File: config.mk
export PLATFORM = sky130hd
export DESIGN_NAME = icache_line_fill
export DESIGN_NICKNAME = d
export VERILOG_FILES = /design/src/rtl/icache_line_fill.sv
export SDC_FILE = /design/constraint.sdc
export NUM_CORES = 1
export LEC_CHECK = 0
export BUFFER_PORTS_ARGS = -buffer_cell sky130_fd_sc_hd__buf_4
export CORE_MARGIN = 2
export CORE_UTILIZATION = 50
export CTS_CLUSTER_SIZE = 28
export DETAILED_ROUTE_END_ITERATION = 8
export PLACE_DENSITY = 0.85
export SLEW_MARGIN = 20
export SYNTH_ARGS = -nofsm -noshare
export SYNTH_HDL_FRONTEND = slang
export SYNTH_SLANG_ARGS = --single-unit
File: constraint.sdc
create_clock -name clk_i -period 2.1 [get_ports clk_i]
set_input_delay 0.105 -clock clk_i [delete_from_list [all_inputs] [get_ports clk_i]]
set_output_delay 0.105 -clock clk_i [all_outputs]
set_load 0.01 [all_outputs]
File: src/rtl/icache_line_fill.sv
// Instruction-cache line refill engine.
// On a miss it requests the aligned line from a word-wide memory port, collects
// WORDS_PER_LINE beats into words_o and pulses update_o so the cache writes the
// line. busy_o stalls the fetch PC whenever a fill is in flight.
module icache_line_fill #(
  parameter int WORDS_PER_LINE = 8,
  parameter int ADDR_W         = 32
) (
  input  logic                            clk_i,
  input  logic                            rst_ni,
  input  logic                            miss_req_i,
  input  logic [ADDR_W-1:0]               miss_addr_i,
  input  logic                            flush_i,
  output logic                            mem_req_o,
  output logic [ADDR_W-1:0]               mem_addr_o,
  input  logic                            mem_gnt_i,
  input  logic                            mem_rvalid_i,
  input  logic [31:0]                     mem_rdata_i,
  output logic [WORDS_PER_LINE-1:0][31:0] words_o,
  output logic [ADDR_W-1:0]               fill_addr_o,
  output logic                            update_o,
  output logic                            busy_o
);

  localparam int OFS_W = $clog2(WORDS_PER_LINE) + 2;
  localparam int CNT_W = $clog2(WORDS_PER_LINE);
  localparam logic [CNT_W-1:0] LAST_CNT = CNT_W'(WORDS_PER_LINE - 1);
  localparam logic [CNT_W-1:0] ONE_CNT  = CNT_W'(1);

  typedef enum logic [2:0] {
    S_IDLE  = 3'd0,
    S_REQ   = 3'd1,
    S_RECV  = 3'd2,
    S_DONE  = 3'd3,
    S_DRAIN = 3'd4
  } state_e;

  state_e                            state_q, state_d;
  logic [CNT_W-1:0]                  cnt_q, cnt_d;
  logic [ADDR_W-1:0]                 addr_q, addr_d;
  logic [WORDS_PER_LINE-1:0][31:0]   words_q, words_d;
  logic                              mem_req_q, update_q, busy_q;
  logic [ADDR_W-1:0]                 line_addr_s;

  // Line-aligned version of the missing PC.
  assign line_addr_s = {miss_addr_i[ADDR_W-1:OFS_W], {OFS_W{1'b0}}};

  // Next-state, beat counter, address latch and word assembly.
  always_comb begin
    state_d = state_q;
    cnt_d   = cnt_q;
    addr_d  = addr_q;
    words_d = words_q;
    case (state_q)
      S_IDLE: begin
        // flush and stray read beats are ignored while idle
        if (miss_req_i) begin
          addr_d  = line_addr_s;
          state_d = S_REQ;
        end else begin
          state_d = S_IDLE;
        end
      end
      S_REQ: begin
        if (mem_gnt_i) begin
          // once granted the beats are owed, so a simultaneous flush must drain them
          cnt_d   = '0;
          state_d = flush_i ? S_DRAIN : S_RECV;
        end else if (flush_i) begin
          state_d = S_IDLE;
        end else begin
          state_d = S_REQ;
        end
      end
      S_RECV: begin
        if (mem_rvalid_i) begin
          cnt_d = cnt_q + ONE_CNT;
          if (!flush_i) begin
            words_d[cnt_q] = mem_rdata_i;
          end else begin
            words_d = words_q;
          end
          // a flush on the final beat leaves nothing to drain
          if (cnt_q == LAST_CNT) begin
            state_d = flush_i ? S_IDLE : S_DONE;
          end else begin
            state_d = flush_i ? S_DRAIN : S_RECV;
          end
        end else if (flush_i) begin
          state_d = S_DRAIN;
        end else begin
          state_d = S_RECV;
        end
      end
      S_DONE: begin
        // the line is complete, so a flush here does not cancel the update
        state_d = S_IDLE;
      end
      S_DRAIN: begin
        if (mem_rvalid_i) begin
          cnt_d = cnt_q + ONE_CNT;
          if (cnt_q == LAST_CNT) begin
            state_d = S_IDLE;
          end else begin
            state_d = S_DRAIN;
          end
        end else begin
          state_d = S_DRAIN;
        end
      end
      default: begin
        state_d = S_IDLE;
      end
    endcase
  end

  // State registers; outputs are registered decodes of the next state.
  always_ff @(posedge clk_i or negedge rst_ni) begin
    if (!rst_ni) begin
      state_q   <= S_IDLE;
      cnt_q     <= '0;
      addr_q    <= '0;
      words_q   <= '0;
      mem_req_q <= 1'b0;
      update_q  <= 1'b0;
      busy_q    <= 1'b0;
    end else begin
      state_q   <= state_d;
      cnt_q     <= cnt_d;
      addr_q    <= addr_d;
      words_q   <= words_d;
      mem_req_q <= (state_d == S_REQ);
      update_q  <= (state_d == S_DONE);
      busy_q    <= (state_d != S_IDLE);
    end
  end

  assign mem_req_o   = mem_req_q;
  assign mem_addr_o  = addr_q;
  assign fill_addr_o = addr_q;
  assign words_o     = words_q;
  assign update_o    = update_q;
  assign busy_o      = busy_q;

endmodule

# Yosys cells after proc, flatten, opt, wreduce, memory -nomap -nowiden
# Index checks and enable logic that the tools add are counted.
dict set report totals {
  input_bits 70
  regBits 292
  word_cells 50
}
dict set report op_classes {
  order_cmp 2
  add_sub_neg 1
  bitwise 1
  n_reduce_logical 8
  mux 16
  n_eq_ne 8
}
# operator n
set ops {}
lappend ops {{256-bit bitwise mux} 1}
lappend ops {{32-bit demux with 3-bit select} 1}
lappend ops {{32-bit two-way mux} 1}
lappend ops {{3-bit two-way mux} 8}
lappend ops {{3-bit one-hot mux with 4 select lines} 1}
lappend ops {{3-bit by 1-bit equality test with 1-bit output (second input constant)} 2}
lappend ops {{3-bit by 2-bit equality test with 1-bit output (second input constant)} 2}
lappend ops {{3-bit equality test (second input constant)} 2}
lappend ops {{3-bit one-hot mux with 2 select lines} 1}
lappend ops {{3-bit AND reduction} 2}
lappend ops {{3-bit by 4-bit < comparator with 1-bit output (second input constant)} 1}
lappend ops {{3-bit by 1-bit adder with 3-bit output (second input constant)} 1}
lappend ops {{3-bit by 1-bit >= comparator with 1-bit output (second input constant)} 1}
lappend ops {{3-bit logical NOT} 1}
lappend ops {{3-bit nonzero test} 1}
lappend ops {{1-bit two-way mux} 2}
lappend ops {{2-bit two-way mux} 1}
lappend ops {{2-bit by 1-bit != test with 1-bit output (second input constant)} 1}
lappend ops {{2-bit != test (second input constant)} 1}
lappend ops {{2-bit AND reduction} 1}
lappend ops {{2-bit nonzero test} 1}
lappend ops {{2-bit OR reduction} 1}
lappend ops {{1-bit logical AND} 1}
lappend ops {{1-bit inverter} 1}

# Longest topological paths before layout
# Gate-level depths: netlist of run 1.
dict set report logic_depth {
  ltp_word 5
  ltp_mapped 6
}

# Worst setup path after synthesis of run 1
# OpenSTA, ideal clock, no wires.
dict set report synth_timing {
  kind {reg-to-reg}
  start {reg state_q[2]}
  end {reg words_q, in the netlist words_o[197]}
  required_ns 1.975
  setup_time_ns 0.125
  stages_incl_launch_ff 6
  setup_slack_ns 0.361
  arrival_time_ns 1.614
  path_cell_list {dfrtp_1 nor4b_4 and4_1 buf_2 buf_6 mux2_2}
}
dict set report synth_between {
  elab_chain_cells 2
}
# element line
set synth_lines {}
lappend synth_lines {{from (decl)} 38} ;# state_e state_q, state_d;
lappend synth_lines {{from (signal assigned)} 128} ;# state_q <= state_d;
lappend synth_lines {{3-bit by 2-bit equality test with 1-bit output} 54} ;# case (state_q)
lappend synth_lines {{3-bit AND reduction (no source line)} n/a}
lappend synth_lines {{to (signal assigned)} 131} ;# words_q <= words_d;
lappend synth_lines {{to (decl)} 41} ;# logic [WORDS_PER_LINE-1:0][31:0] words_q, words_d;
# No other way between the ends.
# A chain may end at the register's enable or synchronous reset.

# Worst setup path after layout of run 1
dict set report layout_timing {
  start {reg cnt_q[0]}
  end {reg state_q[2]}
}
dict set report layout_between {
  elab_chain_cells 4
  elab_cells_between_ends 6
  classes_between {eq/ne (1); mux (5)}
}
# element line
set layout_lines {}
lappend layout_lines {{from (decl)} 39} ;# logic [CNT_W-1:0] cnt_q, cnt_d;
lappend layout_lines {{from (signal assigned)} 129} ;# cnt_q <= cnt_d;
lappend layout_lines {{3-bit equality test *} {84, 102}}
lappend layout_lines {{3-bit two-way mux (on tied branches)} {102, 84}}
lappend layout_lines {{3-bit two-way mux (on tied branches)} {100, 76}}
lappend layout_lines {{3-bit one-hot mux with 4 select lines *} 54}
lappend layout_lines {{named net state_d[2]} 38}
# Mark *: on every way through the listed nets, which the timed path passes. The rest lies on a longest branch.

==> impl_results.md, run 1 <==
* Drt total wl at between 30 and 40 mm
* Total CTS buffers at 30
* Slew headroom at 0.570
* Class of the worst hold path: in -> reg
* Setup TNS at 0 ns
* Initial DRC count at approximately 220
* Port Buf Inserts at about 380
* TritonCTS Sinks at around 300
* Ys Warns at 0
* Largest net degree at the start of global routing at roughly 80
* Hold Vio Cnt, Final at 0
* Leakage power at slightly below 9 nW
* Area delta synth->final at 43.0%
* Crit path cell chain: ha_1 > ha_1 > a221o_1 > nand2_1 > dlygate4sd3_1
* WS Path Type: reg -> reg
* RSZ-0062 raised after global routing: false
* Setup violators final at 0
* Tmin final at around 1.9 ns
* Post-synthesis sequential area ratio at 0.645
* Drt drc at 0
* Psw at around 5.1 mW
* Final ANT Viol Nets at 0
* Max-slew violation count at 0
* Max stage delay on crit path at about 0.55 ns
* Synthesized area at ~11000 um2
* Worst Tran Pin Value at 0.645 ns
* Bufs on Longest Clock Path at 3
* Avg Synthesized Cell Area at ~16 um2
* CP Max Fanout at 5
* Worst setup margin at 0.186 ns
* DIE WIDTH at 155 um
* Sw Ratio at 0.276
* Fillers at about 1400
* Register bit total from synthesis at slightly below 300
* DRT Pass-1 Iters at 4
* Synth unique cells at 30
* Outcome: complete, no violations
* Dpl cells at roughly 1300
* Htree depth at 1
* Die Y at about 150 um
* Placed inst area at ~14000 um2
* Overall Global Routing Usage at 0.262
* Post-route insts no fill at around 1400
* I/O pin count at between 300 and 400
* Max Cap Violations at 0
* Vias in the first global route at 8216
* CTS Root Cell: clkbuf_16
* Final Cycle Share at 0.911
* Final core occ at 0.722
* Pre-CTS WS at 0.251 ns
* Wire per inst at 22.1 um
* Worst Skew at approximately 0.014 ns
* Gr ovfl total at 0
* Vias at about 7500
* Nets at ~1200
* Required time worst endpoint at 2.58 ns
* Clk pwr share at 0.339
* Crit end category: flop
* # rows at 55
* Fmax at roughly 520 MHz
* Starting Density at 0.505
* Seq pwr share at 0.406
* Skew-Pair Late Insertion Delay at roughly 0.54 ns
* Max VDD drop at between 0.7 and 0.8 mV
* Initial antenna violation count at 0
* CP top delay family: buffers and inverters
* Hpwl dp at around 21 mm
* Clock slew at reported path FFs at approximately 0.06 ns
* Worst setup SP type: flop
* CP most frequent cell: ha_1
* Mapped Cells at 689
* Design area at 16200 um2
* RePlAce Congestion at between 0.7 and 0.8
* WP buf/inv at 1
* CTS tree: done
* First-pass GRT wire length at between 40 and 50 mm
* Int Power at ~13 mW
* Worst EP arrival at between 2 and 2.5 ns
* CP max stage cell: dlygate4sd3_1
* DIE AREA at about 24000 um2
* Combinational Power Share at 0.254
* Post-CTS setup buffers at 0
* DR vias/cell at around 5.2
* Layout cells sized above 1 at 0.643
* Power per cell area at 1130 nW/um2
* Core region area at approximately 22000 um2
## power groups by stage
stage,logic [mW],registers (mW),clock network (mW)
floorplan,1.76,7.81,0
global placement,4.40,7.40,0
detailed placement,4.50,7.48,0
CTS,4.64,7.40,6.27
global route,4.92,7.55,6.52
finish,4.66,7.44,6.21
## worst min-delay path: cells and delay by family
kind | cells | cell delay, ns
simple gates | 1 | 0.13
buf+inv | 2 | 0.15
compound gates | 1 | 0.16
## cell type report
type | count | area, um2 | area share
diodes | 1 | 2.50 | 0.000154
clock buffers | 37 | 848 | 0.0524
clock inverters | 18 | 329 | 0.0203
inverters | 4 | 15.0 | 0.000927
multi-input cells | 334 | 3570 | 0.220
flip-flops and latches | 292 | 7310 | 0.451
well taps | 285 | 357 | 0.0220
repair buffers | 469 | 3780 | 0.233
## placed cells by master, fill, tap and decap left out, types with 2 or more instances in the layout
cell type,Yosys,final
mux2_1,12,12
dfrtp_1,292,292
clkbuf_16,0,31
o21ai_0,2,2
ha_1,2,2
clkinv_4,0,2
inv_1,4,4
and4_2,0,2
clkbuf_8,0,5
nor2b_1,2,2
nand2_2,0,6
nand4_1,2,2
nor2_1,2,2
buf_12,0,7
buf_4,38,397
bufinv_16,0,9
mux2i_1,3,3
clkinv_2,0,5
dlygate4sd3_1,0,64
conb_1,1,10
nand2b_1,2,2
mux2_2,271,271
nand2_1,10,4
nand3b_1,2,2
## metrics by stage
step | power [mW] | hold slack, ns
final | 18.3 | 0.0417
after global routing | 19.0 | 0.0779
after CTS | 18.3 | 0.0304
after detailed placement | 12.0 | 0.138
after global placement | 11.8 | 0.131
after floorplan | 9.57 | -0.191
## logic make-up (layout without fill, tap and decap cells)
kind of cell	after synthesis	count (layout)	synth area share
buffers and inverters	72	528	0.0447
other	1	11	0.000331
AOI/OAI and AO/OA	3	3	0.00177
xor gates and xnor gates	1	1	0.000773
muxes	286	286	0.284
adders and majority gates	2	2	0.00221
DFF	292	292	0.645
and+or+nand+nor	32	32	0.0215
## per-layer routing
layer	share of wire	global-route usage	wire length, um
met5	0	0	0
met1	0.37	0.298	11700
met3	0.077	0.0714	2460
met4	0.029	0.0869	932
met2	0.52	0.477	16600
## final timing paths
check | start | end | slack (ns) | cells after the start
max | cnt_q[0] | state_q[2] | 0.19 | 5
min | miss_req_i | mem_req_o | 0.04 | 4
max reg2reg | cnt_q[0] | state_q[2] | 0.19 | 5
min reg2reg | words_o[198] | words_o[198] | 0.49 | 1
max in group asynchronous | rst_ni | words_o[4] | 1.23 | 3
min in group asynchronous | rst_ni | words_o[189] | 0.14 | 2
## repair_timing
| action | in CTS | in global routing |
|---|---|---|
| resized for setup | 0 | 0 |
| endpoints found under the hold margin | 359 | 0 |
| hold buffers | 64 | 0 |
## sequential cells by signal (all words and copies together), names as in the netlist
signal / count
fill_addr_o: 27
busy_o: 1
state_q: 3
update_o: 1
mem_req_o: 1
words_o: 256
cnt_q: 3
## synthesized netlist by cell type
| library cell | count | share of area |
|---|---|---|
| mux2i_1 | 3 | 0.0026 |
| mux2_2 | 271 | 0.27 |
| o21ai_0 | 2 | 0.00088 |
| nor3b_1 | 1 | 0.00066 |
| inv_1 | 4 | 0.0013 |
| buf_6 | 9 | 0.0089 |
| xor2_1 | 1 | 0.00077 |
| nand2_1 | 10 | 0.0033 |
| and3b_1 | 1 | 0.00077 |
| nor2b_1 | 2 | 0.0011 |
| conb_1 | 1 | 0.00033 |
| nor4bb_1 | 1 | 0.00088 |
| nor2_1 | 2 | 0.00066 |
| nor4bb_4 | 1 | 0.0022 |
| nand3b_1 | 2 | 0.0013 |
| a221o_1 | 1 | 0.00088 |
| buf_4 | 38 | 0.025 |
| and2_1 | 1 | 0.00055 |
| clkbuf_2 | 1 | 0.00044 |
| dfrtp_1 | 292 | 0.64 |
| nand2b_1 | 2 | 0.0011 |
| nand4bb_1 | 1 | 0.00099 |
| buf_2 | 20 | 0.0088 |
| mux2_1 | 12 | 0.012 |
| and4bb_2 | 1 | 0.0011 |
| and4_1 | 3 | 0.0023 |
| nand4_1 | 2 | 0.0011 |
| ha_1 | 2 | 0.0022 |
| nor4b_2 | 1 | 0.0013 |
| nor4b_4 | 1 | 0.0021 |
Note: power is estimated with default switching activity, not from simulation.
==> inputs of run 2 (changes only) <==
--- a/config.mk
+++ b/config.mk
@@ -10,6 +10,7 @@
 export CORE_UTILIZATION = 50
 export CTS_CLUSTER_SIZE = 28
 export DETAILED_ROUTE_END_ITERATION = 8
+export HOLD_SLACK_MARGIN = 0.1
 export PLACE_DENSITY = 0.85
 export SLEW_MARGIN = 20
 export SYNTH_ARGS = -nofsm -noshare
==> impl_results.md, run 2 (synthesis gave the netlist of run 1 again) <==
* Outcome: complete, no violations
* Final core occ at 0.723 (about the same)
* Fmax at 523 MHz (about the same)
* Max Cap Violations at 0 (unchanged)
* WS Path Type: reg -> reg
* Max reg flops at 256 (unchanged)
* Layout cells sized above 1 at 0.642 (about the same)
* Sw Ratio at 0.276 (about the same)
* Initial DRC count at 255 (+16%)
* Dpl cells at 1320 (unchanged)
* Crit end category: flop
* Port Buf Inserts at 377 (unchanged)
* Class of the worst hold path: in -> async
* Initial antenna violation count at 0 (unchanged)
* Bufs on Longest Clock Path at 3 (unchanged)
* Most frequent cells in the layout: buf_4, dfrtp_1, mux2_2, dlygate4sd3_1, clkbuf_16
* Slew headroom at 0.572 (+0.00212)
* RR Startpoint: cnt_q[0]
* Final ANT Viol Nets at 0 (unchanged)
* Setup violators final at 0 (unchanged)
* Pre-CTS WS at 0.251 ns (unchanged)
* RSZ-0062 raised after global routing: false
* Worst hold slack at 0.142 ns (+0.100 ns)
* Int Power at 13.2 mW (about the same)
* Psw at 5.06 mW (about the same)
* I/O pin count at 393 (unchanged)
* Drt total wl at 31.8 mm (about the same)
* Wire per inst at 22.1 um (about the same)
* Nets at 1204 (+0.083%)
* Worst Tran Pin Value at 0.642 ns (-0.00317 ns)
* Leakage power at 8.79 nW (about the same)
* Hpwl dp at 20.6 mm (unchanged)
* CTS Root Cell: clkbuf_16
* RePlAce Congestion at 0.785 (unchanged)
* Seq pwr share at 0.406 (about the same)
* Worst EP arrival at 2.40 ns (about the same)
* DIE AREA at 23900 um2 (unchanged)
* # rows at 55 (unchanged)
* CTS tree: done
* Pwr Total at 18.3 mW (about the same)
* Largest net degree at the start of global routing at 79 (unchanged)
* Gr ovfl total at 0 (unchanged)
* Total CTS buffers at 30 (unchanged)
* Clock slew at reported path FFs at 0.06 ns (about the same)
* Worst Skew at 0.0139 ns (+0.000139 ns)
* Overall Global Routing Usage at 0.262 (about the same)
* Starting Density at 0.505 (unchanged)
* Htree depth at 1 (unchanged)
* Post-route insts no fill at 1441 (+0.069%)
* Design area at 16200 um2 (about the same)
* Area delta synth->final at 43.1% (about the same)
* Max-slew violation count at 0 (unchanged)
* Core region area at 22400 um2 (unchanged)
* Combinational Power Share at 0.255 (about the same)
* First-pass GRT wire length at 48.2 mm (about the same)
* Most common cell after layout, fill and taps aside: buf_4
* Vias in the first global route at 8209 (-0.085%)
* DRT Pass-1 Iters at 4 (unchanged)
* Die Y at 155 um (unchanged)
* Power per cell area at 1130 nW/um2 (about the same)
* Required time worst endpoint at 2.58 ns (about the same)
* FF-to-FF path depth at 5 (unchanged)
* Reg2reg end: state_q[2]
* Final Cycle Share at 0.911 (about the same)
* DR vias/cell at 5.24 (+0.34%)
* Placed inst area at 14400 um2 (unchanged)
* CP Max Fanout at 5 (unchanged)
* Setup TNS at 0 ns (unchanged)
* Post-CTS setup buffers at 0 (unchanged)
* Post-CTS Resized at 0 (unchanged)
* TritonCTS Sinks at 292 (unchanged)
* DIE WIDTH at 155 um (unchanged)
* Clk pwr share at 0.339 (about the same)
* Drt drc at 0 (unchanged)
* R2r setup slk at 0.19 ns (about the same)
* Skew-Pair Late Insertion Delay at 0.54 ns (about the same)
* Vias at 7549 (+0.41%)
* Hold Vio Cnt, Final at 0 (unchanged)
* Worst setup SP type: flop
* Max VDD drop at 0.742 mV (about the same)
* Tmin final at 1.91 ns (-0.0000440 ns)
* Worst setup margin at 0.186 ns (+0.0000440 ns)
==> run 2: changes by cell type in the layout (fill, tap and decap cells not counted) <==
cell,before,now
dlygate4sd3_1,64,65
==> run 2: worst max path at each step <==
stage | slack [ns] | cells past startpoint | to | from
floorplan | 0.36 | 5 | words_o[197] | state_q[2]
global placement | 0.29 | 4 | words_o[197] | state_q[2]
detailed placement | 0.25 | 4 | words_o[248] | state_q[2]
CTS | 0.19 | 5 | state_q[2] | cnt_q[0]
global route | 0.13 | 5 | state_q[2] | cnt_q[0]
finish | 0.19 | 5 | state_q[2] | cnt_q[0]
==> run 2: power groups by stage <==
stage | Sequential, mW | Combinational [mW] | Clock, mW
2_1_floorplan | 7.81 | 1.76 | 0
3_3_place_gp | 7.40 | 4.40 | 0
3_5_place_dp | 7.48 | 4.50 | 0
4_1_cts | 7.40 | 4.64 | 6.27
5_1_grt | 7.56 | 4.92 | 6.52
6_report | 7.44 | 4.66 | 6.21
==> run 2: timing repair <==
| item | 4_1_cts | 5_1_grt |
|---|---|---|
| endpoints found under the setup margin | 0 | 0 |
| hold buffers | 65 | 0 |
| hold endpoints to repair | 572 | 0 |
==> run 2: worst max-delay path, cell delays in order, from the launching register on <==
cell and delay [ns]:
dfrtp_1 0.45, ha_1 0.23, ha_1 0.20, a221o_1 0.37
nand2_1 0.06, dlygate4sd3_1 0.55
==> run 2: area by class of cell <==
class	instances	area [um2]
tap	285	357
clock inverter	18	329
multi-input combinational	334	3570
fill	1385	6220
antenna	1	2.50
inverter	4	15.0
clock buffer	37	848
timing repair buffer	470	3790
sequential	292	7310
==> run 2: layer usage <==
| metal | part of all wire | GRT usage | vias to the layer above |
|---|---|---|---|
| met3 | 0.077 | 0.0714 | 65 |
| met2 | 0.52 | 0.477 | 313 |
| met4 | 0.030 | 0.0869 | 0 |
| li1 | - | - | 3267 |
| met1 | 0.37 | 0.298 | 3904 |
| met5 | 0 | 0 | - |
